$ cat config.mk
export PLATFORM = sky130hd
export DESIGN_NAME = boundary_collision
export DESIGN_NICKNAME = d
export VERILOG_FILES = /design/src/rtl/boundary_collision.sv
export SDC_FILE = /design/constraint.sdc
export NUM_CORES = 1
export LEC_CHECK = 0
export BUFFER_PORTS_ARGS = -buffer_cell sky130_fd_sc_hd__clkbuf_2
export CORE_AREA = 2 2 39 41
export DETAILED_ROUTE_END_ITERATION = 7
export DIE_AREA = 0 0 41 43
export HOLD_SLACK_MARGIN = 0.06
export PLACE_DENSITY = 0.77
export SLEW_MARGIN = 20
export SYNTH_ARGS = -nofsm -noshare
export SYNTH_HDL_FRONTEND = slang
export SYNTH_SLANG_ARGS = --single-unit
$ cat constraint.sdc
create_clock -name CLK -period 1.5 [get_ports CLK]
set_input_delay 0.15 -clock CLK [delete_from_list [all_inputs] [get_ports CLK]]
set_output_delay 0.15 -clock CLK [all_outputs]
set_load 0.05 [all_outputs]
$ cat src/rtl/boundary_collision.sv
`default_nettype none
// ============================================================================
// Module   : boundary_collision
// Brief    : Wall/brick contact detector that owns the ball direction bits,
//            with per-axis rebound lockout, wall-bounce sound timer and an
//            optional sticky top-wall flag (build macro TOP_HIT_FLAG_EN).
// Revision : 1.0 - initial release
// ============================================================================
module boundary_collision #(
    parameter int SND_FRAMES = 4
) (
    input  logic CLK,
    input  logic RESET_N,
    input  logic PIX_CE,
    input  logic VSYNC_N,
    input  logic BALL,
    input  logic TOP_BOUND,
    input  logic LH_SIDE,
    input  logic RH_SIDE,
    input  logic BRICK_HIT,
    input  logic SERVE,
    input  logic SERVE_HDIR,
    output logic HDIR,
    output logic VDIR,
    output logic WALL_SND,
    output logic TOP_HIT
);

    localparam logic [0:0] c_ARMED    = 1'b0;
    localparam logic [0:0] c_LOCKED   = 1'b1;
    localparam logic [3:0] c_SND_LOAD = 4'(SND_FRAMES);

    logic       r_vs_q;
    logic       r_frame_q;
    logic [0:0] r_h_state_q, w_h_state_d;
    logic [0:0] r_v_state_q, w_v_state_d;
    logic       r_h_seen_q,  w_h_seen_d;
    logic       r_v_seen_q,  w_v_seen_d;
    logic       r_hdir_q,    w_hdir_d;
    logic       r_vdir_q,    w_vdir_d;
    logic [3:0] r_snd_cnt_q, w_snd_cnt_d;
    logic       w_top_evt;

    logic w_hcon_l, w_hcon_r, w_vcon_t, w_vcon_b;

    assign w_hcon_l = PIX_CE & BALL & LH_SIDE;
    assign w_hcon_r = PIX_CE & BALL & RH_SIDE;
    assign w_vcon_t = PIX_CE & BALL & TOP_BOUND;
    assign w_vcon_b = PIX_CE & BALL & BRICK_HIT;

    // Frame processing runs first so a contact in the same cycle counts
    // toward the new frame.
    always_comb begin
        w_h_state_d = r_h_state_q;
        w_v_state_d = r_v_state_q;
        w_h_seen_d  = r_h_seen_q;
        w_v_seen_d  = r_v_seen_q;
        w_hdir_d    = r_hdir_q;
        w_vdir_d    = r_vdir_q;
        w_snd_cnt_d = r_snd_cnt_q;
        w_top_evt   = 1'b0;

        if (r_frame_q) begin
            if (r_h_state_q == c_LOCKED && !r_h_seen_q) w_h_state_d = c_ARMED;
            if (r_v_state_q == c_LOCKED && !r_v_seen_q) w_v_state_d = c_ARMED;
            w_h_seen_d = 1'b0;
            w_v_seen_d = 1'b0;
            if (r_snd_cnt_q != 4'd0) w_snd_cnt_d = r_snd_cnt_q - 4'd1;
        end

        if (SERVE) begin
            w_hdir_d    = SERVE_HDIR;
            w_vdir_d    = 1'b0;
            w_h_state_d = c_ARMED;
            w_v_state_d = c_ARMED;
            w_h_seen_d  = 1'b0;
            w_v_seen_d  = 1'b0;
        end else begin
            if (w_hcon_l || w_hcon_r) begin
                w_h_seen_d = 1'b1;
                if (w_h_state_d == c_ARMED) begin
                    w_h_state_d = c_LOCKED;
                    w_hdir_d    = ~w_hcon_l;
                    w_snd_cnt_d = c_SND_LOAD;
                end
            end
            if (w_vcon_t || w_vcon_b) begin
                w_v_seen_d = 1'b1;
                if (w_v_state_d == c_ARMED) begin
                    w_v_state_d = c_LOCKED;
                    if (w_vcon_t) begin
                        w_vdir_d    = 1'b0;
                        w_top_evt   = 1'b1;
                        w_snd_cnt_d = c_SND_LOAD;
                    end else begin
                        w_vdir_d = ~r_vdir_q;
                    end
                end
            end
        end
    end

    always_ff @(posedge CLK) begin
        if (!RESET_N) begin
            r_vs_q      <= 1'b1;
            r_frame_q   <= 1'b0;
            r_h_state_q <= c_ARMED;
            r_v_state_q <= c_ARMED;
            r_h_seen_q  <= 1'b0;
            r_v_seen_q  <= 1'b0;
            r_hdir_q    <= 1'b0;
            r_vdir_q    <= 1'b0;
            r_snd_cnt_q <= 4'd0;
        end else begin
            r_vs_q      <= VSYNC_N;
            r_frame_q   <= r_vs_q & ~VSYNC_N;
            r_h_state_q <= w_h_state_d;
            r_v_state_q <= w_v_state_d;
            r_h_seen_q  <= w_h_seen_d;
            r_v_seen_q  <= w_v_seen_d;
            r_hdir_q    <= w_hdir_d;
            r_vdir_q    <= w_vdir_d;
            r_snd_cnt_q <= w_snd_cnt_d;
        end
    end

    assign HDIR     = r_hdir_q;
    assign VDIR     = r_vdir_q;
    assign WALL_SND = (r_snd_cnt_q != 4'd0);

`ifdef TOP_HIT_FLAG_EN
    logic r_top_hit_q, w_top_hit_d;

    always_comb begin
        w_top_hit_d = r_top_hit_q;
        if (SERVE)          w_top_hit_d = 1'b0;
        else if (w_top_evt) w_top_hit_d = 1'b1;
    end

    always_ff @(posedge CLK) begin
        if (!RESET_N) r_top_hit_q <= 1'b0;
        else          r_top_hit_q <= w_top_hit_d;
    end

    assign TOP_HIT = r_top_hit_q;
`else
    assign TOP_HIT = 1'b0;
`endif

endmodule
`default_nettype wire

* Yosys cells after proc, flatten, opt, wreduce, memory -nomap -nowiden
Cells that the tools add are included.
Cells by class: add/subtract/negate cells 1, eq/ne operators 1, muxes and demuxes 21, bitwise operators 11, reductions and logical operators 13
Operators by type and width (count):
- 4-bit two-way mux | 8
- 1-bit two-way mux | 13
- 1-bit AND | 6
- 2-bit nonzero test | 3
- 1-bit inverter | 5
- 2-bit AND reduction | 2
- 4-bit nonzero test | 1
- 4-bit by 1-bit subtractor with 4-bit output (second input constant) | 1
- 1-bit logical AND | 2
- 1-bit logical NOT | 2
- 1-bit logical OR | 2
- 2-bit != test (second input constant) | 1
- 2-bit OR reduction | 1
Word-level totals: register bits 12, input port bits 11, output and inout port bits 4, word-level logic and storage cells 56

* Longest topological paths before layout
Gate-level depths: netlist of run 1.
depth after elaboration 10, gate-level depth with buffers 6, depth with buffers taken out 6

* Worst setup path after synthesis of run 1
OpenSTA, ideal clock, no wires.
kind register to register, start point register r_snd_cnt_q[0], end point register r_snd_cnt_q[1], setup time 60 ps, data arrival time 1593 ps, required time 1440 ps, path slack -153 ps, stages on the path, launching flop included 7, path buffers 0, period minus slack after synthesis 1653 ps, cell sequence dfxtp_1 inv_1 ha_1 or3b_1 nand2_1 mux2i_1 and2_1
On the way: longest elaborated chain between the ends 9, elaborated cells on any way between the ends 10, classes of those cells 1 x add/sub; 8 x mux; 1 x reduce/logical
Ends and longest elaborated chain:
- start: declaration | line 41 | logic [3:0] r_snd_cnt_q, w_snd_cnt_d;
- start signal: assignment | line 123 | r_snd_cnt_q <= w_snd_cnt_d;
- 4-bit nonzero test (*)
- net WALL_SND | line 25 | output logic WALL_SND,
- 4-bit two-way mux (*) | line 68 | if (r_snd_cnt_q != 4'd0) w_snd_cnt_d = r_snd_cnt_q - 4'd1;
- 4-bit two-way mux (*) | line 63 | if (r_frame_q) begin
- 4-bit two-way mux | line 81 | if (w_h_state_d == c_ARMED) begin
- 4-bit two-way mux | line 79 | if (w_hcon_l || w_hcon_r) begin
- 4-bit two-way mux | line 91 | if (w_vcon_t) begin
- 4-bit two-way mux | line 89 | if (w_v_state_d == c_ARMED) begin
- 4-bit two-way mux | line 87 | if (w_vcon_t || w_vcon_b) begin
- 4-bit two-way mux (*) | line 71 | if (SERVE) begin
Mark *: on every way through the listed nets, which the timed path passes. The rest lies on a longest branch. A chain may end at the register's enable or synchronous reset.

* Worst setup path after layout of run 1
start point register r_snd_cnt_q[1], end point output port WALL_SND
On the way: longest elaborated chain between the ends 1
Ends and longest elaborated chain:
- 4-bit nonzero test | line 129 | assign WALL_SND = (r_snd_cnt_q != 4'd0);
- end: declaration | line 25
Every way passes these cells.

==> impl_metrics.py, run 1 <==
metrics = {
    "run_status": {
        "outcome": "finished clean",
    },
    "critical_path": {
        "crit_path_cell_trace": "inv_2 -> ha_4 -> or3b_4 -> clkbuf_16",
        "r2r_cells": 6,
        "crit_cells": 4,
        "cp.required_ps": 1350,
        "critPathLaunch": "r_snd_cnt_q[1]$_SDFF_PN0_",
        "worstReg2RegEnd": "r_snd_cnt_q[1]$_SDFF_PN0_",
        "cp.buffers_inverters": 2,
        "r2r-start": "r_snd_cnt_q[1]$_SDFF_PN0_",
        "worstSetupPathType": "reg -> out",
        "start_kind": "flop",
        "cpMaxStageDelayCell": "or3b_4",
        "slowest_delay_ps": 380,
        "r2r_setup_slack_ps": 80,
        "crit_arrival_ps": 1350,
        "crit_end": "WALL_SND",
        "cp-end-kind": "output port",
        "path_max_fanout": 2,
        "cp_top_family": "simple AND/OR/NAND/NOR gates",
    },
    "timing": {
        "finalCritPeriodShare_pct": 100,
        "fin_skew_ps": 5.14,
        "hold_viol_final": 0,
        "final.setup.worst_slack_ps": 0.545,
        "finalSetupViolCount": 0,
        "fmax_ghz": 0.667,
        "finalWorstPathRequiredPeriod_ps": 1500,
        "grt_setup_unrepaired": "true",
        "fin_setup_tns_ps": 0,
        "hold_ws_ps": 82.0,
        "final_max_slew_viol_count": 0,
    },
    "global_route": {
        "grt.total_usage_pct": 14.1,
        "grt_pass1_vias": 455,
        "grt_antenna_before_repair": 0,
        "grt_pass1_wl_mm": 1.71,
        "globalRouteOverflowTotal": 0,
        "grt_max_degree": 8,
    },
    "layout": {
        "stdcell_count": 97,
        "final_cell_mix": "clkbuf_2 (12), dfxtp_1 (10), a21oi_1 (10)",
        "num_antenna_cells": 0,
        "layout-drive-gt1-share_pct": 34.6,
        "final_common_cell": "clkbuf_2",
        "final_nets": 95,
        "area.growth.synth_to_final_pct": 31.0,
        "fill_cells": 139,
    },
    "routing": {
        "wl_per_cell_um": 10.4,
        "drc_errors": 0,
        "route.vias.total": 476,
        "vias_per_cell": 4.91,
        "ant_nets": 0,
        "drt_iter0_drc": 10,
        "finalWirelength_mm": 1.01,
        "drt_first_pass_iters": 4,
    },
    "power_and_ir_drop": {
        "p_leak_uw": 0.000304,
        "p_comb_share_pct": 18.9,
        "finalPower_uw": 655,
        "peakVddDrop_mv": 0.615,
        "switching_share_pct": 26.7,
        "p_int_uw": 480,
        "pwr-share-clk_pct": 29.2,
        "seqPwrFrac_pct": 51.9,
        "power_density_mw_per_mm2": 925,
        "power_switching_uw": 175,
    },
    "min_path": {
        "hp-class": "in -> reg",
    },
    "place": {
        "globalplace.congestion": 0.752,
        "portBuffers": 13,
        "dp.cells": 90,
        "hpwlAfterDp_um": 762,
        "pre_cts_ws_ps": 27.4,
    },
    "die": {
        "die_area_mm2": 0.00176,
        "fp.dieH_um": 43,
        "start_util_pct": 39.1,
        "rows": 14,
        "fp.coreArea_mm2": 0.00138,
        "fp.dieW_um": 41,
        "io_pins": 15,
    },
    "synthesis": {
        "ys_seq_elements": 12,
        "yosysWarnings": 0,
        "synth_cells": 62,
        "synth_nets": 74,
        "avgSynthCellArea_um2": 8.72,
        "syn_area_um2": 541,
        "synth-seq-area-share_pct": 44.4,
        "synth_cell_type_count": 25,
    },
    "clock_tree": {
        "cts_tree": "done",
        "worstSkewPairLatency_ps": 270,
        "path_clk_slew_ps": 70,
        "clock_path_buffers": 2,
        "cts-buffers-inserted": 3,
        "h-tree-depth": 1,
        "cts-root-buf": "clkbuf_4",
        "cts.sinks": 12,
    },
    "job": {
        "cap_violations": 0,
    },
}
[timing repair]
| item | in CTS | in global routing |
|---|---|---|
| pin swaps | 1 | 1 |
| hold buffers | 0 | 0 |
| buffers inserted | 3 | 1 |
| setup endpoints to repair | 1 | 1 |
| resized for setup | 9 | 0 |
[layer usage]
| layer | vias to the layer above | part of all wire, % | GRT usage (%) | wire length (µm) |
|---|---|---|---|---|
| met2 | 14 | 47 | 21.3 | 474 |
| met5 | - | 0 | 0 | 0 |
| met4 | 0 | 1.2 | 10.0 | 12 |
| met1 | 207 | 48 | 17.7 | 489 |
| li1 | 253 | - | - | - |
| met3 | 2 | 3.4 | 1.57 | 34 |
[state kept, by name, indices dropped and copies added, names as in the netlist]
name,flops
r_snd_cnt_q,4
HDIR,1
VDIR,1
r_frame_q,1
r_h_seen_q,1
r_h_state_q,1
r_v_seen_q,1
r_v_state_q,1
r_vs_q,1
[synthesized netlist by cell type]
master    count  area [µm²]
and2_1        2        12.5
a221oi_1      1        8.76
o21ai_1       2        10.0
inv_1         4        15.0
ha_1          1        12.5
xnor2_1       2        17.5
inv_2         1        3.75
mux2i_1       1        10.0
a41o_1        1        10.0
nand2_1       5        18.8
buf_4         1        7.51
a21oi_1      10        50.1
or3b_1        1        8.76
dfxtp_1      12         240
nand3_1       2        10.0
nor2b_1       1        6.26
conb_1        1        3.75
nor2_1        2        7.51
nor3b_1       1        7.51
and4_1        1        8.76
o211ai_1      1        7.51
nand2b_1      5        31.3
o211ai_2      1        12.5
nor3_1        2        10.0
or4b_1        1        10.0
[cell families (layout without fill, tap and decap cells)]
group                      count (synthesis)  after routing  synth area share [%]
AOI/OAI and AO/OA                         16             16                  18.3
xor gates and xnor gates                   2              2                  3.24
adders and majority gates                  1              1                  2.31
buffers and inverters                      6             25                  4.86
DFF                                       12             12                  44.4
muxes                                      1              1                  1.85
other                                      1              1                 0.694
and+or+nand+nor                           23             23                  24.3
[power groups by stage]
stage                     clock network [µW]  logic, µW  registers, µW
final                                    191        124            340
after CTS                                193        123            340
after global routing                     211        135            342
after global placement                     0        101            347
after floorplan                            0       64.4            355
after detailed placement                   0        104            347
[how the worst min path moves through the flow]
stage | cells after the start | endpoint | slack [ps] | startpoint
detailed placement | 2 | r_vs_q$_SDFF_PN1_ | 360 | VSYNC_N
CTS | 2 | r_vs_q$_SDFF_PN1_ | 90 | VSYNC_N
global placement | 2 | r_vs_q$_SDFF_PN1_ | 360 | VSYNC_N
floorplan | 1 | r_vs_q$_SDFF_PN1_ | 250 | RESET_N
global route | 2 | r_vs_q$_SDFF_PN1_ | 110 | VSYNC_N
finish | 2 | r_vs_q$_SDFF_PN1_ | 80 | VSYNC_N
[area by class of cell]
type                            instances  area [µm²]  share of cell area [%]
Timing Repair Buffer                   17         115                    16.3
Clock buffer                            3        22.5                    3.18
Inverter                                5        18.8                    2.65
Sequential cell                        12         243                    34.3
Tap cell                               16        20.0                    2.83
Multi-Input combinational cell         44         289                    40.8
[stage by stage]
stage	util (%)	instance area, µm²
after floorplan	-	543
after global placement	44.8	621
after detailed placement	44.8	621
after CTS	50.6	701
after global routing	51.2	708
final	51.2	708
Note: power is estimated with default switching activity, not from simulation.
==> run 2: changes to the inputs <==
CORE_AREA = default   (was 2 2 39 41)
CORE_UTILIZATION = 35   (was default)
DIE_AREA = default   (was 0 0 41 43)
PLACE_DENSITY = 0.55   (was 0.77)
==> run 2 against run 1 <==
Compared with the run above: non-clock buffer count is 1 lower; maximum frequency is 0.12% higher; utilization hardly changed; worst setup slack better by 1.7 ps; combinational power hardly changed; first-iteration DRC count stayed put; via count is 4.0% higher; flip-flop and latch count stayed put; critical path type unchanged; largest power group unchanged.
==> impl_metrics.py, run 2 (synthesis results as in run 1) <==
metrics = {
    "run_status": {
        "outcome": "finished clean",
    },
    "min_path": {
        "hp-class": "in -> reg",
    },
    "routing": {
        "drt_iter0_drc": 10,
        "vias_per_cell": 5.21,
        "wl_met1_um": 468,
        "finalWirelength_mm": 1.06,
        "dr_wl_met2_um": 510,
        "wl_per_cell_um": 11.2,
        "route.vias.total": 495,
        "highest_layer": "met4",
        "drc_errors": 0,
        "drt_first_pass_iters": 4,
        "ant_nets": 0,
        "wl_met3_um": 53,
    },
    "die": {
        "fp.dieH_um": 41.3,
        "io_pins": 15,
        "rows": 13,
        "die_area_mm2": 0.00171,
        "fp.dieW_um": 41.3,
        "fp.coreArea_mm2": 0.00137,
        "start_util_pct": 39.6,
    },
    "critical_path": {
        "start_kind": "flop",
        "cp.required_ps": 1350,
        "slowest_delay_ps": 380,
        "path_max_fanout": 2,
        "cpMaxStageDelayCell": "or3b_4",
        "worstSetupPathType": "reg -> out",
        "crit_arrival_ps": 1350,
        "cp-end-kind": "output port",
        "crit_path_cell_trace": "inv_2 -> ha_4 -> or3b_4 -> clkbuf_16",
    },
    "timing": {
        "finalWorstPathRequiredPeriod_ps": 1500,
        "fin_skew_ps": 0.710,
        "hold_viol_final": 0,
        "finalSetupViolCount": 0,
        "grt_setup_unrepaired": "true",
        "fmax_ghz": 0.668,
        "final_max_slew_viol_count": 0,
        "finalCritPeriodShare_pct": 99.8,
    },
    "layout": {
        "num_antenna_cells": 0,
        "fill_cells": 145,
        "layout-drive-gt1-share_pct": 33.8,
        "final_cell_mix": "clkbuf_2 (12), dfxtp_1 (10), a21oi_1 (10)",
        "largest-register": "r_snd_cnt_q",
        "final_core_util_pct": 51.2,
        "area.growth.synth_to_final_pct": 29.4,
        "stdcell_count": 95,
        "largest_reg_flops": 4,
        "final_nets": 94,
        "final_common_cell": "clkbuf_2",
        "finalInstanceArea_um2": 699,
    },
    "place": {
        "globalplace.congestion": 0.708,
        "postPlaceCellArea_um2": 619,
        "dp.cells": 89,
        "portBuffers": 13,
        "hpwlAfterDp_um": 753,
    },
    "power_and_ir_drop": {
        "p_int_uw": 479,
        "peakVddDrop_mv": 0.439,
        "p_comb_share_pct": 18.7,
        "power_density_mw_per_mm2": 939,
        "power_switching_uw": 177,
        "p_leak_uw": 0.000300,
        "pwr-share-clk_pct": 29.5,
        "switching_share_pct": 27.0,
        "seqPwrFrac_pct": 51.8,
    },
    "clock_tree": {
        "clock_path_buffers": 2,
        "cts-root-buf": "clkbuf_4",
        "h-tree-depth": 1,
        "worstSkewPairLatency_ps": 270,
        "path_clk_slew_ps": 70,
        "cts-buffers-inserted": 3,
        "cts_tree": "done",
        "cts.sinks": 12,
        "cts_hold_buf": 0,
    },
    "global_route": {
        "grt_max_degree": 8,
        "grt_antenna_before_repair": 0,
        "globalRouteOverflowTotal": 0,
        "grt_pass1_wl_mm": 1.86,
        "grt_pass1_vias": 487,
        "grt.total_usage_pct": 17.1,
    },
    "job": {
        "cap_violations": 0,
    },
}
-- run 2: repair_timing --
action | 4_1_cts | 5_1_grt
endpoints found under the setup margin | 1 | 1
setup buffers | 3 | 0
hold endpoints to repair | 0 | 0
gates resized for setup | 9 | 0
pin swaps | 1 | 1
-- run 2: power groups by stage --
| stage | clock (µW) | sequential (µW) | combinational [µW] |
|---|---|---|---|
| 6_report | 193 | 340 | 123 |
| 5_1_grt | 221 | 343 | 137 |
| 4_1_cts | 199 | 340 | 123 |
| 3_5_place_dp | 0 | 347 | 103 |
| 3_3_place_gp | 0 | 347 | 103 |
| 2_1_floorplan | 0 | 355 | 64.4 |
-- run 2: critical path: cells and delay by family (launching register included) --
family                   cells  cell delay [ps]
buffers and inverters        2              240
adder cells (fa/ha/maj)      1              120
flip-flops                   1              330
AND/OR/NAND/NOR              1              380
-- run 2: per-layer routing --
layer	vias to the layer above	track usage, %
li1	251	-
met5	-	0
met4	0	12.1
met2	15	30.9
met3	4	3.19
met1	225	17.6
-- run 2: cell type report --
type / count / area, µm² / share of cell area, %
Timing Repair Buffer: 16 / 108 / 15.4
Multi-Input combinational cell: 44 / 289 / 41.3
Clock buffer: 3 / 22.5 / 3.22
Inverter: 5 / 18.8 / 2.68
Tap cell: 15 / 18.8 / 2.68
Sequential cell: 12 / 243 / 34.7
-- run 2: path summary, 6_finish.rpt --
kind / slack [ps] / depth (start not counted) / endpoint / start
worst max register to register: 120 / 6 / r_snd_cnt_q[1]$_SDFF_PN0_ / r_snd_cnt_q[0]$_SDFF_PN0_
worst max-delay path: 2 / 4 / WALL_SND / r_snd_cnt_q[0]$_SDFF_PN0_
worst min-delay path: 80 / 2 / r_vs_q$_SDFF_PN1_ / VSYNC_N
worst min register to register: 410 / 2 / r_frame_q$_SDFF_PN0_ / r_vs_q$_SDFF_PN1_
-- run 2: metrics by stage --
stage | setup WS, ps | TNS [ps] | hold slack (ps) | power, µW
finish | 2.27 | 0 | 84.9 | 657
global route | -47.1 | -47.1 | 102 | 701
CTS | -10.9 | -10.9 | 85.4 | 662
detailed placement | 89.1 | 0 | 364 | 450
global placement | 122 | 0 | 360 | 450
floorplan | 18.0 | 0 | 245 | 419
